## config.mk

```make
export PLATFORM = sky130hd
export DESIGN_NAME = regfile_mp
export DESIGN_NICKNAME = d
export VERILOG_FILES = /design/src/rtl/regfile_mp.sv
export SDC_FILE = /design/constraint.sdc
export NUM_CORES = 2
export LEC_CHECK = 0
export CAP_MARGIN = 20
export CORE_MARGIN = 3
export CORE_UTILIZATION = 50
export CTS_CLUSTER_SIZE = 14
export DETAILED_ROUTE_END_ITERATION = 8
export PLACE_DENSITY = 0.67
export SYNTH_ARGS = -nofsm -noshare
export SYNTH_HDL_FRONTEND = slang
export SYNTH_SLANG_ARGS = --single-unit
```

## constraint.sdc

```tcl
create_clock -name clk -period 2.9 [get_ports clk]
set_input_delay 0.29 -clock clk [delete_from_list [all_inputs] [get_ports clk]]
set_output_delay 0.29 -clock clk [all_outputs]
set_load 0.03 [all_outputs]
```

## src/rtl/regfile_mp.sv

```systemverilog
// regfile_mp: multi-port MIPS register file with pending-write scoreboard and optional write-to-read bypass
// Build option: define REGFILE_BYPASS_EN to forward same-cycle write data to rd_data, v0 and a0.
// Ports:
//   clk, reset_n              clock, asynchronous active-low reset
//   rd_addr/rd_data/rd_busy   NUM_RD read ports with scoreboard bit of each read address
//   wr_en/wr_addr/wr_data     NUM_WR write ports, higher index wins on address conflict
//   mark_en/mark_addr         set pending bit of a destination register
//   v0, a0                    contents of registers V0_IDX and A0_IDX
//   busy_vec                  full scoreboard
module regfile_mp #(
  parameter int DATA_W = 32,
  parameter int ADDR_W = 5,
  parameter int NUM_RD = 2,
  parameter int NUM_WR = 2,
  parameter int V0_IDX = 2,
  parameter int A0_IDX = 4
) (
  input  logic                     clk,
  input  logic                     reset_n,
  input  logic [NUM_RD*ADDR_W-1:0] rd_addr,
  output logic [NUM_RD*DATA_W-1:0] rd_data,
  output logic [NUM_RD-1:0]        rd_busy,
  input  logic [NUM_WR-1:0]        wr_en,
  input  logic [NUM_WR*ADDR_W-1:0] wr_addr,
  input  logic [NUM_WR*DATA_W-1:0] wr_data,
  input  logic                     mark_en,
  input  logic [ADDR_W-1:0]        mark_addr,
  output logic [DATA_W-1:0]        v0,
  output logic [DATA_W-1:0]        a0,
  output logic [2**ADDR_W-1:0]     busy_vec
);
  localparam int DEPTH = 2**ADDR_W;
  // v0 and a0 are handled as two extra lookup ports after the read ports
  localparam int NL = NUM_RD + 2;
  logic [DATA_W-1:0] regs_q [DEPTH];
  logic [DATA_W-1:0] regs_d [DEPTH];
  logic [DEPTH-1:0]  busy_q, busy_d;
  logic [ADDR_W-1:0] la [NL];
  logic [DATA_W-1:0] lv [NL];
  // register 0 is never written, so it stays at its reset value of 0
  always_comb begin
    regs_d = regs_q;
    busy_d = busy_q;
    for (int i = 0; i < NUM_WR; i++)
      if (wr_en[i] && wr_addr[i*ADDR_W +: ADDR_W] != '0) begin
        regs_d[wr_addr[i*ADDR_W +: ADDR_W]] = wr_data[i*DATA_W +: DATA_W];
        busy_d[wr_addr[i*ADDR_W +: ADDR_W]] = 1'b0;
      end
    // a new producer issued while the old one retires keeps the register pending
    if (mark_en && mark_addr != '0) busy_d[mark_addr] = 1'b1;
  end
  always_ff @(posedge clk or negedge reset_n)
    if (!reset_n) begin
      regs_q <= '{default: '0};
      busy_q <= '0;
    end else begin
      regs_q <= regs_d;
      busy_q <= busy_d;
    end
  always_comb begin
    for (int p = 0; p < NUM_RD; p++) la[p] = rd_addr[p*ADDR_W +: ADDR_W];
    la[NUM_RD]   = ADDR_W'(V0_IDX);
    la[NUM_RD+1] = ADDR_W'(A0_IDX);
  end
  always_comb
    for (int p = 0; p < NL; p++) begin
      lv[p] = regs_q[la[p]];
`ifdef REGFILE_BYPASS_EN
      // ascending scan lets the highest-index matching port win; no forwarding while in reset
      for (int i = 0; i < NUM_WR; i++)
        if (reset_n && wr_en[i] && la[p] != '0 && wr_addr[i*ADDR_W +: ADDR_W] == la[p])
          lv[p] = wr_data[i*DATA_W +: DATA_W];
`endif
    end
  always_comb
    for (int p = 0; p < NUM_RD; p++) begin
      rd_data[p*DATA_W +: DATA_W] = lv[p];
      rd_busy[p] = busy_q[la[p]];
    end
  assign v0       = lv[NUM_RD];
  assign a0       = lv[NUM_RD+1];
  assign busy_vec = busy_q;
endmodule

```

# Word level (Yosys, flattened, before mapping)
# Index checks and enable logic that the tools add are counted.
dict set report op_classes {
  magnitude_cmp 14
  muxes 27
  n_bitwise 9
  n_reduce_logical 11
}
# op n
set op_table {}
lappend op_table {{$bwmux W1024} 2}
lappend op_table {{$mux W1024} 2}
lappend op_table {{$bmux W32 S5} 2}
lappend op_table {{$demux W32 S5} 2}
lappend op_table {{$mux W32} 9}
lappend op_table {{$and A32 B32 Y32} 2}
lappend op_table {{$not A32 Y32} 2}
lappend op_table {{$or A32 B32 Y32} 1}
lappend op_table {{$lt A5 B6 Y1 const B} 5}
lappend op_table {{$ge A6 B6 Y1 const B} 4}
lappend op_table {{$not A5 Y6} 4}
lappend op_table {{$demux W1 S5} 3}
lappend op_table {{$ge A5 B1 Y1 const B} 3}
lappend op_table {{$reduce_bool A5 Y1} 3}
lappend op_table {{$lt A6 B1 Y1 const B} 2}
lappend op_table {{$bmux W1 S5} 2}
lappend op_table {{$logic_and A1 B1 Y1} 8}
lappend op_table {{$mux W1} 5}
dict set report totals {
  register_bits 1056
  inputBits 94
  out_inout_bits 162
  elab_cells 94
}

# Depth between registers and ports, before layout
dict set report depth {
  word_depth 11
  depth_mapped 9
  mapped_depth_nobuf 5
}

# Worst setup path after synthesis
# No wires, ideal clock.
dict set report synth_path {
  path_type {input -> output}
  from {input port rd_addr[6]}
  to {output port rd_data[39]}
  arrival_ns 1.750
  required_time_ns 2.610
  slack_ns 0.860
  path_stages 8
  path_buffers 4
  cell_sequence {buf_2 buf_2 buf_2 buf_2 mux2i_1 a22oi_1 a31oi_1 nand3_1}
}
dict set report synth_via {
  elab_chain_cells 4
}
# element line_no
set synth_rtl {}
lappend synth_rtl {{start, declared} 20} ;# input logic [NUM_RD*ADDR_W-1:0] rd_addr,
lappend synth_rtl {{$not A5 Y6 (implied by the code)} 67} ;# lv[p] = regs_q[la[p]];
lappend synth_rtl {{$bmux W32 S5} 67}
lappend synth_rtl {{$mux W32 (implied by the code) (2 in a row)} 67}
lappend synth_rtl {{end, declared} 21} ;# output logic [NUM_RD*DATA_W-1:0] rd_data,
# Every way passes these cells. The select of a mux whose other input is x is not followed.

# Worst setup path after layout
dict set report layout_path {
  from {register regs_q[792] (netlist bit)}
  to {output port rd_data[56]}
}
dict set report layout_via {
  elab_chain_cells 3
}
# element line_no
set layout_rtl {}
lappend layout_rtl {{start, declared} 35} ;# logic [DATA_W-1:0] regs_q [DEPTH];
lappend layout_rtl {{start signal, assigned} 57} ;# regs_q <= regs_d;
lappend layout_rtl {{$bmux W32 S5} 67}
lappend layout_rtl {{$mux W32 (implied by the code) (2 in a row)} 67}
# Every way passes these cells. The select of a mux whose other input is x is not followed.

==> impl_results.md <==
* Status: complete, but fails checks
* Failing checks: negative setup slack
* FF-to-FF Start: busy_vec[6]
* Sw frac at 0.341
* Sw power at approximately 18000 uW
* Port-buffer cells at approximately 260
* FF-to-FF setup slack at between 1500 and 2000 ps
* Final Util at 0.595
* Cell count after synthesis at 7240
* H-tree levels at 3
* Required time of the critical path at 2610 ps
* Die height at 372 microns
* TritonCTS sink count at 1056
* Seq/Total Area, Yosys at 0.394
* Per-cell routed wire length at 28.3 microns
* Crit-path max FO at 3
* Yosys reg bits at roughly 1100
* Placed cell count at 8905
* Final setup violation count at 2
* DR vias at around 60000
* Post-DP HPWL at between 150000 and 200000 microns
* Nets at about 7400
* Cell Rows at 133
* Area growth, synth to finish at 17.5%
* Fmax at ~340 MHz
* GRT Util Overall at 0.365
* Vias per Instance at about 6.4
* Die ar. at 0.138 sq mm
* Unrepaired setup endpoints after global routing: false
* Kind of critical path: reg -> out
* Internal power at roughly 35000 uW
* R2r endpoint: busy_vec[6]
* CTS root buffer: clkbuf_16
* Worst skew pair latency at approximately 750 ps
* Initial antenna violation count at 2
* Avg Cell Area, Syn at ~9.3 sq um
* Initial core utilization at 0.506
* Largest net degree at the start of global routing at ~110
* Final WL at ~260000 microns
* Arr. time, crit path at around 2600 ps
* Crit path time final at 2900 ps
* Post-route antenna net violation count at 0
* VDD IR max at just over 0.5 mV
* Hold Fails Final Rpt at 0
* LEAKAGE at roughly 0.037 uW
* Synth warn at 0
* Most used DFF post-synth: dfrtp_1
* Final period util at 1.00
* Fin Clk Skew at 0 ps
* Final slew viol count at 0
* CTS clock-pin slew for the worst setup and hold paths at around 60 ps
* Clock power share at 0.305
* Post-Layout Cell Count at a little over 9000
* Gate power share at 0.275
* TritonCTS clock tree: yes
* Die X at ~370 microns
* Clock tree buffer depth at 3
* Residual DRC at 0
* Slew @ Worst Pin at 897 ps
* First-pass GRT wire length at 381000 microns
* Gr ovfl total at 0
* TNS Setup at -2.55 ps
* Share of layout cells above drive strength 1 at 0.125
* CTS Buf Count at roughly 120
* Worst Setup Start Kind: register
* Relative slew margins at 0.397
* Drt pass-1 iters at 6
* Vias in the first global route at 57710
* Total power at between 50000 and 60000 uW
* CP endpoint kind: output pin
* Initial DRC Count at about 7000
* Mapped cell area at ~0.067 sq mm
* IO Pins at between 200 and 300
* Hold_ws at between 150 and 200 ps
* Yosys cell types at 45
* Core Box Area at approximately 0.13 sq mm
* Fill cells at around 11000
* Min setup slack post-route at -1.72 ps
* Pwr Density at approximately 670 mW/mm^2
* Tightest Hold Check Type: in -> async
* Reg power frac at 0.420
* Post-synth EDFFs at 0
* Syn nets at roughly 7300
* R2R depth at 2
* Max-Cap Viols at 0
* RePlAce Congestion at 0.957
* Async S/R FF share, synth at 1.00
## worst max-delay path by stage
stage | start | end | slack, ps | cells after the start
after floorplan | rd_addr[6] | rd_data[39] | 860 | 8
after global placement | rd_addr[2] | rd_data[15] | -270 | 9
after detailed placement | rd_addr[5] | rd_data[46] | -230 | 8
after CTS | regs_q[885] | rd_data[53] | 4 | 7
after global routing | regs_q[940] | rd_data[12] | 0.8 | 7
final | regs_q[792] | rd_data[56] | -2 | 7
## cells in the final DEF (no fill, tap or decap), types with 14 or more instances in the layout
cell type	Yosys	routed
mux2i_1	2048	2047
dfrtp_1	1056	1054
nand2_1	739	714
a21oi_1	711	711
nor2_1	544	528
o21ai_0	421	421
buf_4	121	398
buf_12	0	207
a22oi_1	198	198
nand3_1	206	196
clkdlybuf4s50_1	0	182
a22o_1	134	134
clkbuf_16	0	121
o21ai_1	69	69
nor3_1	70	54
a31oi_1	66	50
nand2_2	7	32
clkbuf_1	510	28
nor2_4	4	24
clkbuf_8	0	23
clkinv_2	0	22
nor3_2	1	16
a31oi_2	0	14
bufinv_16	0	14
## metrics by stage
step	instance area [sq um]	worst slack, ps
2_1_floorplan	67000	860
3_3_place_gp	74400	-271
3_5_place_dp	74400	-233
4_1_cts	78700	3.99
5_1_grt	78700	0.769
6_report	78700	-1.72
## sequential cells by signal, summed over array words and instances (netlist names)
name	cells
regs_q	1024
busy_vec	32
## worst max-delay path: stages (launching register included)
cell,delay [ps]
dfrtp_1,420
mux2i_1,180
a22o_1,170
nor3_1,50
buf_4,150
a31oi_1,300
nand3_1,310
buf_4,270
## synthesized netlist by cell type (6+ instances only)
master,count,share of area
a31oi_1,66,0.0062
inv_1,8,0.00045
nand2_2,7,0.00065
buf_2,194,0.014
o21ai_0,421,0.031
nand2_1,739,0.041
mux2i_1,2048,0.31
nor2b_1,9,0.00084
buf_6,9,0.0015
nand3_1,206,0.015
buf_4,121,0.014
o21ai_1,69,0.0052
a22oi_1,198,0.022
clkbuf_1,510,0.029
a22o_1,134,0.018
nand3b_1,6,0.00067
dfrtp_1,1056,0.39
a32o_1,10,0.0015
a21oi_1,711,0.053
nor3_1,70,0.0052
and2_1,7,0.00065
nor2_1,544,0.030
nand2b_1,7,0.00065
buf_1,46,0.0026
## kinds of logic after synthesis
family / Yosys count / synth area share
muxes: 2048 / 0.306
buffers and inverters: 889 / 0.0612
AOI/OAI and AO/OA: 1616 / 0.138
and+or+nand+nor: 1631 / 0.101
DFF: 1056 / 0.394
## routing by layer
metal	wire, microns	vias up	share of wire	GRT usage
met4	17600	2	0.068	0.223
met2	116000	3477	0.45	0.563
met3	25500	865	0.099	0.0803
met5	7	-	0.000027	0
li1	-	25692	-	-
met1	99700	28736	0.39	0.468
## power by group through the flow
stage          Sequential [uW]  Combinational [uW]  Clock (uW)
2_1_floorplan            21100                9550           0
3_3_place_gp             21800               13800           0
3_5_place_dp             22100               14200           0
4_1_cts                  21900               14300       16100
5_1_grt                  22400               15700       16700
6_report                 22100               14500       16000
## cell type report
type	count	area (sq um)	area share
diodes	1	2.50	0.0000318
clock inverters	42	597	0.00758
inverters	8	30.0	0.000381
multi-input cells	5295	37000	0.470
repair buffers	795	9040	0.115
flip-flops and latches	1056	26400	0.336
well taps	1755	2200	0.0279
clock buffers	172	3450	0.0438
## repair_timing
action | CTS | global route
gates resized for setup | 34 | 14
gates cloned | 0 | 0
endpoints found under the setup margin | 41 | 13
hold endpoints to repair | 27 | 0
buffers inserted | 1 | 2
pin swaps | 0 | 0
hold buffers | 1 | 0
Note: power is estimated with default switching activity, not from simulation.
